$ cat config.mk
export PLATFORM = sky130hd
export DESIGN_NAME = vga_timing_gen_flat
export DESIGN_NICKNAME = d
export VERILOG_FILES = /design/src/rtl/vga_timing_gen_if.sv /design/src/rtl/vga_timing_gen.sv /design/src/flat_wrapper.sv
export SDC_FILE = /design/constraint.sdc
export NUM_CORES = 1
export LEC_CHECK = 0
export ABC_AREA = 1
export BUFFER_PORTS_ARGS = -buffer_cell sky130_fd_sc_hd__buf_4
export CAP_MARGIN = 0
export CORE_MARGIN = 2
export CORE_UTILIZATION = 39
export CTS_CLUSTER_SIZE = 14
export DETAILED_ROUTE_END_ITERATION = 12
export PLACE_DENSITY = 0.62
export SETUP_SLACK_MARGIN = 0.4
export SLEW_MARGIN = 5
export SYNTH_ARGS = -nofsm -noshare
export SYNTH_HDL_FRONTEND = slang
export SYNTH_SLANG_ARGS = --single-unit
$ cat constraint.sdc
create_clock -name pixel_clk -period 2 [get_ports pixel_clk]
set_input_delay 0.2 -clock pixel_clk [delete_from_list [all_inputs] [get_ports pixel_clk]]
set_output_delay 0.2 -clock pixel_clk [all_outputs]
set_load 0.01 [all_outputs]
$ cat src/rtl/vga_timing_gen_if.sv
`default_nettype none
// ============================================================================
// Module      : vga_timing_gen_if
// Description : Raster timing bundle from vga_timing_gen to the colour mapper
//               and game logic.
//               master : driven by the timing generator
//               slave  : consumed by colour mapper / game logic
//   DrawX       [9:0]  current horizontal count
//   DrawY       [9:0]  current vertical count
//   blank              1 = active video, 0 = blanking
//   frame_clk          1 during vertical blanking (rising edge = frame end)
//   line_start         single-cycle pulse when DrawX == 0
//   hs / vs            active-low syncs, aligned with registered RGB
//   frame_count [15:0] completed-frame counter
// Revision    : 1.0 - initial release
// ============================================================================
interface vga_timing_gen_if;
    logic [9:0]  DrawX;
    logic [9:0]  DrawY;
    logic        blank;
    logic        frame_clk;
    logic        line_start;
    logic        hs;
    logic        vs;
    logic [15:0] frame_count;

    modport master (
        output DrawX, DrawY, blank, frame_clk, line_start, hs, vs, frame_count
    );

    modport slave (
        input  DrawX, DrawY, blank, frame_clk, line_start, hs, vs, frame_count
    );
endinterface
`default_nettype wire

$ cat src/rtl/vga_timing_gen.sv
`default_nettype none
// ============================================================================
// Module      : vga_timing_gen
// Description : Pixel-rate raster timing generator (640x480@60 by default).
//               Horizontal/vertical counters, registered decode flags,
//               sync delay pipe matching downstream RGB latency and a
//               completed-frame counter.
// Ports       : pixel_clk  - pixel clock, sole clock
//               Reset_n    - asynchronous assert, active-low reset
//               vga        - vga_timing_gen_if.master timing outputs
// Revision    : 1.0 - initial release
// ============================================================================
module vga_timing_gen #(
    parameter int H_VIS   = 640,
    parameter int H_FP    = 16,
    parameter int H_SYNC  = 96,
    parameter int H_BP    = 48,
    parameter int V_VIS   = 480,
    parameter int V_FP    = 10,
    parameter int V_SYNC  = 2,
    parameter int V_BP    = 33,
    parameter int RGB_LAT = 1
) (
    input  wire logic          pixel_clk,
    input  wire logic          Reset_n,
    vga_timing_gen_if.master   vga
);

    localparam int         c_H_TOTAL  = H_VIS + H_FP + H_SYNC + H_BP;
    localparam int         c_V_TOTAL  = V_VIS + V_FP + V_SYNC + V_BP;
    localparam logic [9:0] c_H_LAST   = 10'(c_H_TOTAL - 1);
    localparam logic [9:0] c_V_LAST   = 10'(c_V_TOTAL - 1);

    // Decode bounds are one bit wider so a sync end landing exactly on 1024
    // still compares correctly against the zero-extended counters.
    localparam logic [10:0] c_H_VIS      = 11'(H_VIS);
    localparam logic [10:0] c_HS_START   = 11'(H_VIS + H_FP);
    localparam logic [10:0] c_HS_END     = 11'(H_VIS + H_FP + H_SYNC);
    localparam logic [10:0] c_V_VIS      = 11'(V_VIS);
    localparam logic [10:0] c_VS_START   = 11'(V_VIS + V_FP);
    localparam logic [10:0] c_VS_END     = 11'(V_VIS + V_FP + V_SYNC);

    logic [9:0]  r_draw_x;
    logic [9:0]  r_draw_y;
    logic        r_blank;
    logic        r_frame_clk;
    logic        r_line_start;
    logic        r_hsync_raw;
    logic        r_vsync_raw;
    logic [15:0] r_frame_count;

    logic        w_x_wrap;
    logic        w_y_wrap;
    logic [9:0]  w_x_next;
    logic [9:0]  w_y_next;
    logic [10:0] w_x_ext;
    logic [10:0] w_y_ext;
    logic        w_hs;
    logic        w_vs;

    // Next-state counters. Flags are decoded from these so the registered
    // flags describe the same pixel as the registered counters.
    always_comb begin
        w_x_wrap = (r_draw_x == c_H_LAST);
        w_y_wrap = (r_draw_y == c_V_LAST);
        w_x_next = w_x_wrap ? 10'd0 : r_draw_x + 10'd1;
        w_y_next = r_draw_y;
        if (w_x_wrap) begin
            w_y_next = w_y_wrap ? 10'd0 : r_draw_y + 10'd1;
        end
        w_x_ext  = {1'b0, w_x_next};
        w_y_ext  = {1'b0, w_y_next};
    end

    always_ff @(posedge pixel_clk or negedge Reset_n) begin
        if (!Reset_n) begin
            r_draw_x      <= 10'd0;
            r_draw_y      <= 10'd0;
            r_blank       <= 1'b1;
            r_frame_clk   <= 1'b0;
            r_line_start  <= 1'b1;
            r_hsync_raw   <= 1'b1;
            r_vsync_raw   <= 1'b1;
            r_frame_count <= 16'd0;
        end else begin
            r_draw_x      <= w_x_next;
            r_draw_y      <= w_y_next;
            r_blank       <= (w_x_ext < c_H_VIS) && (w_y_ext < c_V_VIS);
            r_frame_clk   <= (w_y_ext >= c_V_VIS);
            r_line_start  <= (w_x_next == 10'd0);
            r_hsync_raw   <= !((w_x_ext >= c_HS_START) && (w_x_ext < c_HS_END));
            r_vsync_raw   <= !((w_y_ext >= c_VS_START) && (w_y_ext < c_VS_END));
            // A frame completes when both counters wrap together.
            if (w_x_wrap && w_y_wrap) begin
                r_frame_count <= r_frame_count + 16'd1;
            end
        end
    end

    // Sync delay so hs/vs land at the DAC together with the registered RGB.
    generate
        if (RGB_LAT == 0) begin : g_no_delay
            assign w_hs = r_hsync_raw;
            assign w_vs = r_vsync_raw;
        end else begin : g_delay
            logic [RGB_LAT-1:0] r_hs_pipe;
            logic [RGB_LAT-1:0] r_vs_pipe;

            always_ff @(posedge pixel_clk or negedge Reset_n) begin
                if (!Reset_n) begin
                    r_hs_pipe <= '1;
                    r_vs_pipe <= '1;
                end else begin
                    r_hs_pipe[0] <= r_hsync_raw;
                    r_vs_pipe[0] <= r_vsync_raw;
                    for (int i = 1; i < RGB_LAT; i++) begin
                        r_hs_pipe[i] <= r_hs_pipe[i-1];
                        r_vs_pipe[i] <= r_vs_pipe[i-1];
                    end
                end
            end

            assign w_hs = r_hs_pipe[RGB_LAT-1];
            assign w_vs = r_vs_pipe[RGB_LAT-1];
        end
    endgenerate

    assign vga.DrawX       = r_draw_x;
    assign vga.DrawY       = r_draw_y;
    assign vga.blank       = r_blank;
    assign vga.frame_clk   = r_frame_clk;
    assign vga.line_start  = r_line_start;
    assign vga.hs          = w_hs;
    assign vga.vs          = w_vs;
    assign vga.frame_count = r_frame_count;

endmodule
`default_nettype wire

$ cat src/flat_wrapper.sv
// flat-port wrapper written by rule: the top's interface ports become plain ports
module vga_timing_gen_flat 
#(
    parameter int H_VIS   = 640,
    parameter int H_FP    = 16,
    parameter int H_SYNC  = 96,
    parameter int H_BP    = 48,
    parameter int V_VIS   = 480,
    parameter int V_FP    = 10,
    parameter int V_SYNC  = 2,
    parameter int V_BP    = 33,
    parameter int RGB_LAT = 1
)
  (pixel_clk, Reset_n, vga_DrawX, vga_DrawY, vga_blank, vga_frame_clk, vga_line_start, vga_hs, vga_vs, vga_frame_count);
  vga_timing_gen_if vga_i ();
  input  wire logic pixel_clk;
  input  wire logic Reset_n;
  output wire logic [$bits(vga_i.DrawX)-1:0] vga_DrawX;
  output wire logic [$bits(vga_i.DrawY)-1:0] vga_DrawY;
  output wire logic [$bits(vga_i.blank)-1:0] vga_blank;
  output wire logic [$bits(vga_i.frame_clk)-1:0] vga_frame_clk;
  output wire logic [$bits(vga_i.line_start)-1:0] vga_line_start;
  output wire logic [$bits(vga_i.hs)-1:0] vga_hs;
  output wire logic [$bits(vga_i.vs)-1:0] vga_vs;
  output wire logic [$bits(vga_i.frame_count)-1:0] vga_frame_count;
  assign vga_DrawX = vga_i.DrawX;
  assign vga_DrawY = vga_i.DrawY;
  assign vga_blank = vga_i.blank;
  assign vga_frame_clk = vga_i.frame_clk;
  assign vga_line_start = vga_i.line_start;
  assign vga_hs = vga_i.hs;
  assign vga_vs = vga_i.vs;
  assign vga_frame_count = vga_i.frame_count;
  vga_timing_gen #(.H_VIS(H_VIS), .H_FP(H_FP), .H_SYNC(H_SYNC), .H_BP(H_BP), .V_VIS(V_VIS), .V_FP(V_FP), .V_SYNC(V_SYNC), .V_BP(V_BP), .RGB_LAT(RGB_LAT)) u_core (.pixel_clk(pixel_clk), .Reset_n(Reset_n), .vga(vga_i));
endmodule
==> flow_metrics.py <==
metrics = {
    "timing": {
        "finalWorstSetupSlack_ns": 0.302,
        "clock_skew_ns": 0.00541,
        "maxSlewViolCount": 0,
        "fmax_mhz": 589,
        "finalSetupViolCount": 0,
        "maxSlewHeadroom_pct": 63.2,
        "layout_min_cycle_time_ns": 1.70,
        "rsz0062_at_grt": "true",
        "worst_slew_pin_slew_ns": 0.551,
        "whs_ns": 0.360,
        "final_hold_viol_count": 0,
        "fin_crit_sh_pct": 84.9,
        "setup_tns_ns": 0,
    },
    "routing": {
        "drc": 0,
        "final_antenna_net_count": 0,
        "drt-pass1-iter-count": 4,
        "vias": 2217,
        "viasPerCell": 4.84,
        "wirelength_mm": 6.08,
        "wire_per_inst_um": 13.3,
        "drt_iter0_markers": 62,
    },
    "synth": {
        "ys_ff_latch": 43,
        "syn_area_um2": 2400,
        "synth_edf_count": 0,
        "seq_area_frac_synth_pct": 45.1,
        "netlist_top_cells_count": "90 x nand2_1, 47 x inv_1, 37 x dfrtp_1",
        "synthFlopType": "dfrtp_1",
        "async_reset_ff_share_pct": 100,
        "avgSynthCellArea_um2": 7.83,
        "synth_top_area_share_pct": 38.5,
        "synthTopCellsByArea": "dfrtp_1 39%, nand2_1 14%, inv_1 7.3%, dfstp_2 6.6%, nor2_1 5.3%",
        "ys_warn_count": 0,
        "yosysTopAreaCell": "dfrtp_1",
        "syn_inst": 307,
        "synth_most_common_cell": "nand2_1",
        "synthDistinctLibCells": 30,
        "synth_fp_nets": 313,
    },
    "floorplanning": {
        "die_h_um": 82.5,
        "row_count": 28,
        "io_pins": 43,
        "core_um2": 5920,
        "die_area_um2": 6800,
        "initial_core_util_pct": 40.6,
        "floorplan.die.width_um": 82.5,
    },
    "clock_tree": {
        "numCtsBuffers": 5,
        "cts_tree": "yes",
        "insertion_delay_ns": 0.30,
        "path_clk_slew_ns": 0.09,
        "cts-root-buf": "clkbuf_8",
        "cts.path.max_buffers": 2,
        "clock-sinks": 43,
        "cts-htree-levels": 2,
    },
    "worst_setup_path": {
        "critPathArrivalTime_ns": 1.93,
        "critPathKind": "reg2reg",
        "worstSetupEndpointType": "register",
        "crit_required_ns": 2.23,
        "worstSetupStartpointType": "register",
        "worstRegToRegCells": 11,
        "rr_startpoint": "u_core.vga.DrawX[5]",
        "crit_path_max_fanout": 6,
        "cp-endpoint": "u_core.r_vsync_raw",
        "r2r_slack_ns": 0.30,
        "cp-startpoint": "u_core.vga.DrawX[5]",
        "reg2reg_to": "u_core.r_vsync_raw",
    },
    "global_routing": {
        "grt_pass1_wl_mm": 9.32,
        "antenna_found_initial": 0,
        "grt_usage_pct": 18.1,
        "grt_max_degree": 44,
        "overflow": 0,
        "grt_pass1_vias": 2051,
    },
    "final_layout": {
        "area_growth_pct": 40.1,
        "stdcell_count": 458,
        "insertedDiodeCount": 0,
        "finalNetCount": 388,
        "layout-drive-gt1-share_pct": 37.1,
    },
    "pwr": {
        "netSwitchingFraction_pct": 19.7,
        "ir_drop_v": 0.000336,
        "clkPwrFrac_pct": 48.0,
        "combPwrFrac_pct": 1.1,
        "power.switching_w": 0.000336,
        "p_int_w": 0.00137,
        "power_leakage_nw": 1.75,
        "seq_power_share_pct": 50.9,
        "p_total_w": 0.00171,
        "pwr_density_cell_nw_per_um2": 508,
    },
    "placement": {
        "dp.cells": 422,
        "dp_slack_ns": 0.167,
        "port_buffers": 42,
        "gp_congestion": 0.832,
        "hpwl_mm": 3.93,
    },
    "job": {
        "max-cap-violations": 0,
    },
    "min_path": {
        "hp-class": "reg2reg",
    },
    "status": {
        "status": "completed",
    },
}
-- worst min-delay path by stage --
stage	start	endpoint	slack, ns	cells after the start
after CTS	u_core.r_hsync_raw	u_core.vga.hs	0.36	0
final	u_core.r_hsync_raw	u_core.vga.hs	0.36	0
after detailed placement	Reset_n	u_core.vga.frame_count[7]	0.23	1
after global placement	Reset_n	u_core.vga.frame_count[6]	0.23	1
after global routing	u_core.r_hsync_raw	u_core.vga.hs	0.37	0
after floorplan	Reset_n	u_core.vga.DrawX[0]	-0.1	0
-- cells in the final DEF, fill, tap and decap left out, drive strengths merged --
cell type     n
o21bai        2
buf          67
o21ai        10
bufinv        2
nand3        30
nor2         41
dlygate4sd3   1
nor3          5
nand3b        1
ha            4
dfstp         6
clkbuf        6
dfrtp        37
a21oi         2
nand2        95
xnor2         6
or2           1
xor2          9
nand4         5
inv          53
-- worst max-delay path, stage by stage (launching register included) --
cell	delay, ns
dfrtp_2	0.45
inv_2	0.08
nand2_1	0.08
nor2_4	0.19
nand3_4	0.19
buf_6	0.18
nand2_2	0.05
inv_2	0.04
a21oi_4	0.11
nand2_1	0.07
nor2_1	0.10
nand3_1	0.07
-- metrics by stage --
step	util (%)	area (µm²)
after floorplan	-	2420
after global placement	47.6	2820
after detailed placement	47.6	2820
after CTS	53.1	3140
after global routing	56.8	3360
final	56.8	3360
-- metal layers --
metal	share of wire [%]	up-vias	GRT usage, %	wire [µm]
met2	52	52	31.5	3140
li1	-	1100	-	-
met5	0	-	0	0
met1	42	1052	22.6	2560
met3	4.1	13	3.80	249
met4	2.1	0	5.00	129
-- flip-flops by register name (all words and copies together) (netlist names) --
signal                  flops
u_core.vga.frame_count     16
u_core.vga.DrawX           10
u_core.vga.DrawY           10
u_core.r_hsync_raw          1
u_core.r_vsync_raw          1
u_core.vga.blank            1
u_core.vga.frame_clk        1
u_core.vga.hs               1
u_core.vga.line_start       1
u_core.vga.vs               1
-- logic make-up after synthesis --
kind of cell	Yosys count	synth area share [%]
flops	43	45.1
simple gates	177	34.7
buf+inv	54	9.01
compound gates	14	3.59
fa+ha+maj	4	2.08
xor+xnor	15	5.47
-- power groups by stage --
| stage | Combinational, W | Sequential [W] | Clock [W] |
|---|---|---|---|
| floorplan | 0.000000000714 | 0.000886 | 0 |
| global placement | 0.0000192 | 0.000886 | 0 |
| detailed placement | 0.0000192 | 0.000886 | 0 |
| CTS | 0.0000209 | 0.000869 | 0.000831 |
| global route | 0.0000228 | 0.000869 | 0.000867 |
| finish | 0.0000192 | 0.000869 | 0.000819 |
-- layout make-up --
type,instances,area [µm²]
fillers,540,2560
multi-input cells,211,1290
flip-flops and latches,43,1090
repair buffers,68,544
inverters,52,210
well taps,75,93.8
clock buffers,6,72.6
clock inverters,2,60.1
repair inverters,1,8.76
-- repair_timing --
action | in CTS | in global routing
endpoints found under the hold margin | 37 | 0
endpoints found under the setup margin | 25 | 26
buffers inserted | 16 | 9
pin swaps | 12 | 17
gates resized for setup | 13 | 41
gates cloned | 1 | 1
hold buffers | 1 | 0
Power figures use the tool's default switching activity.
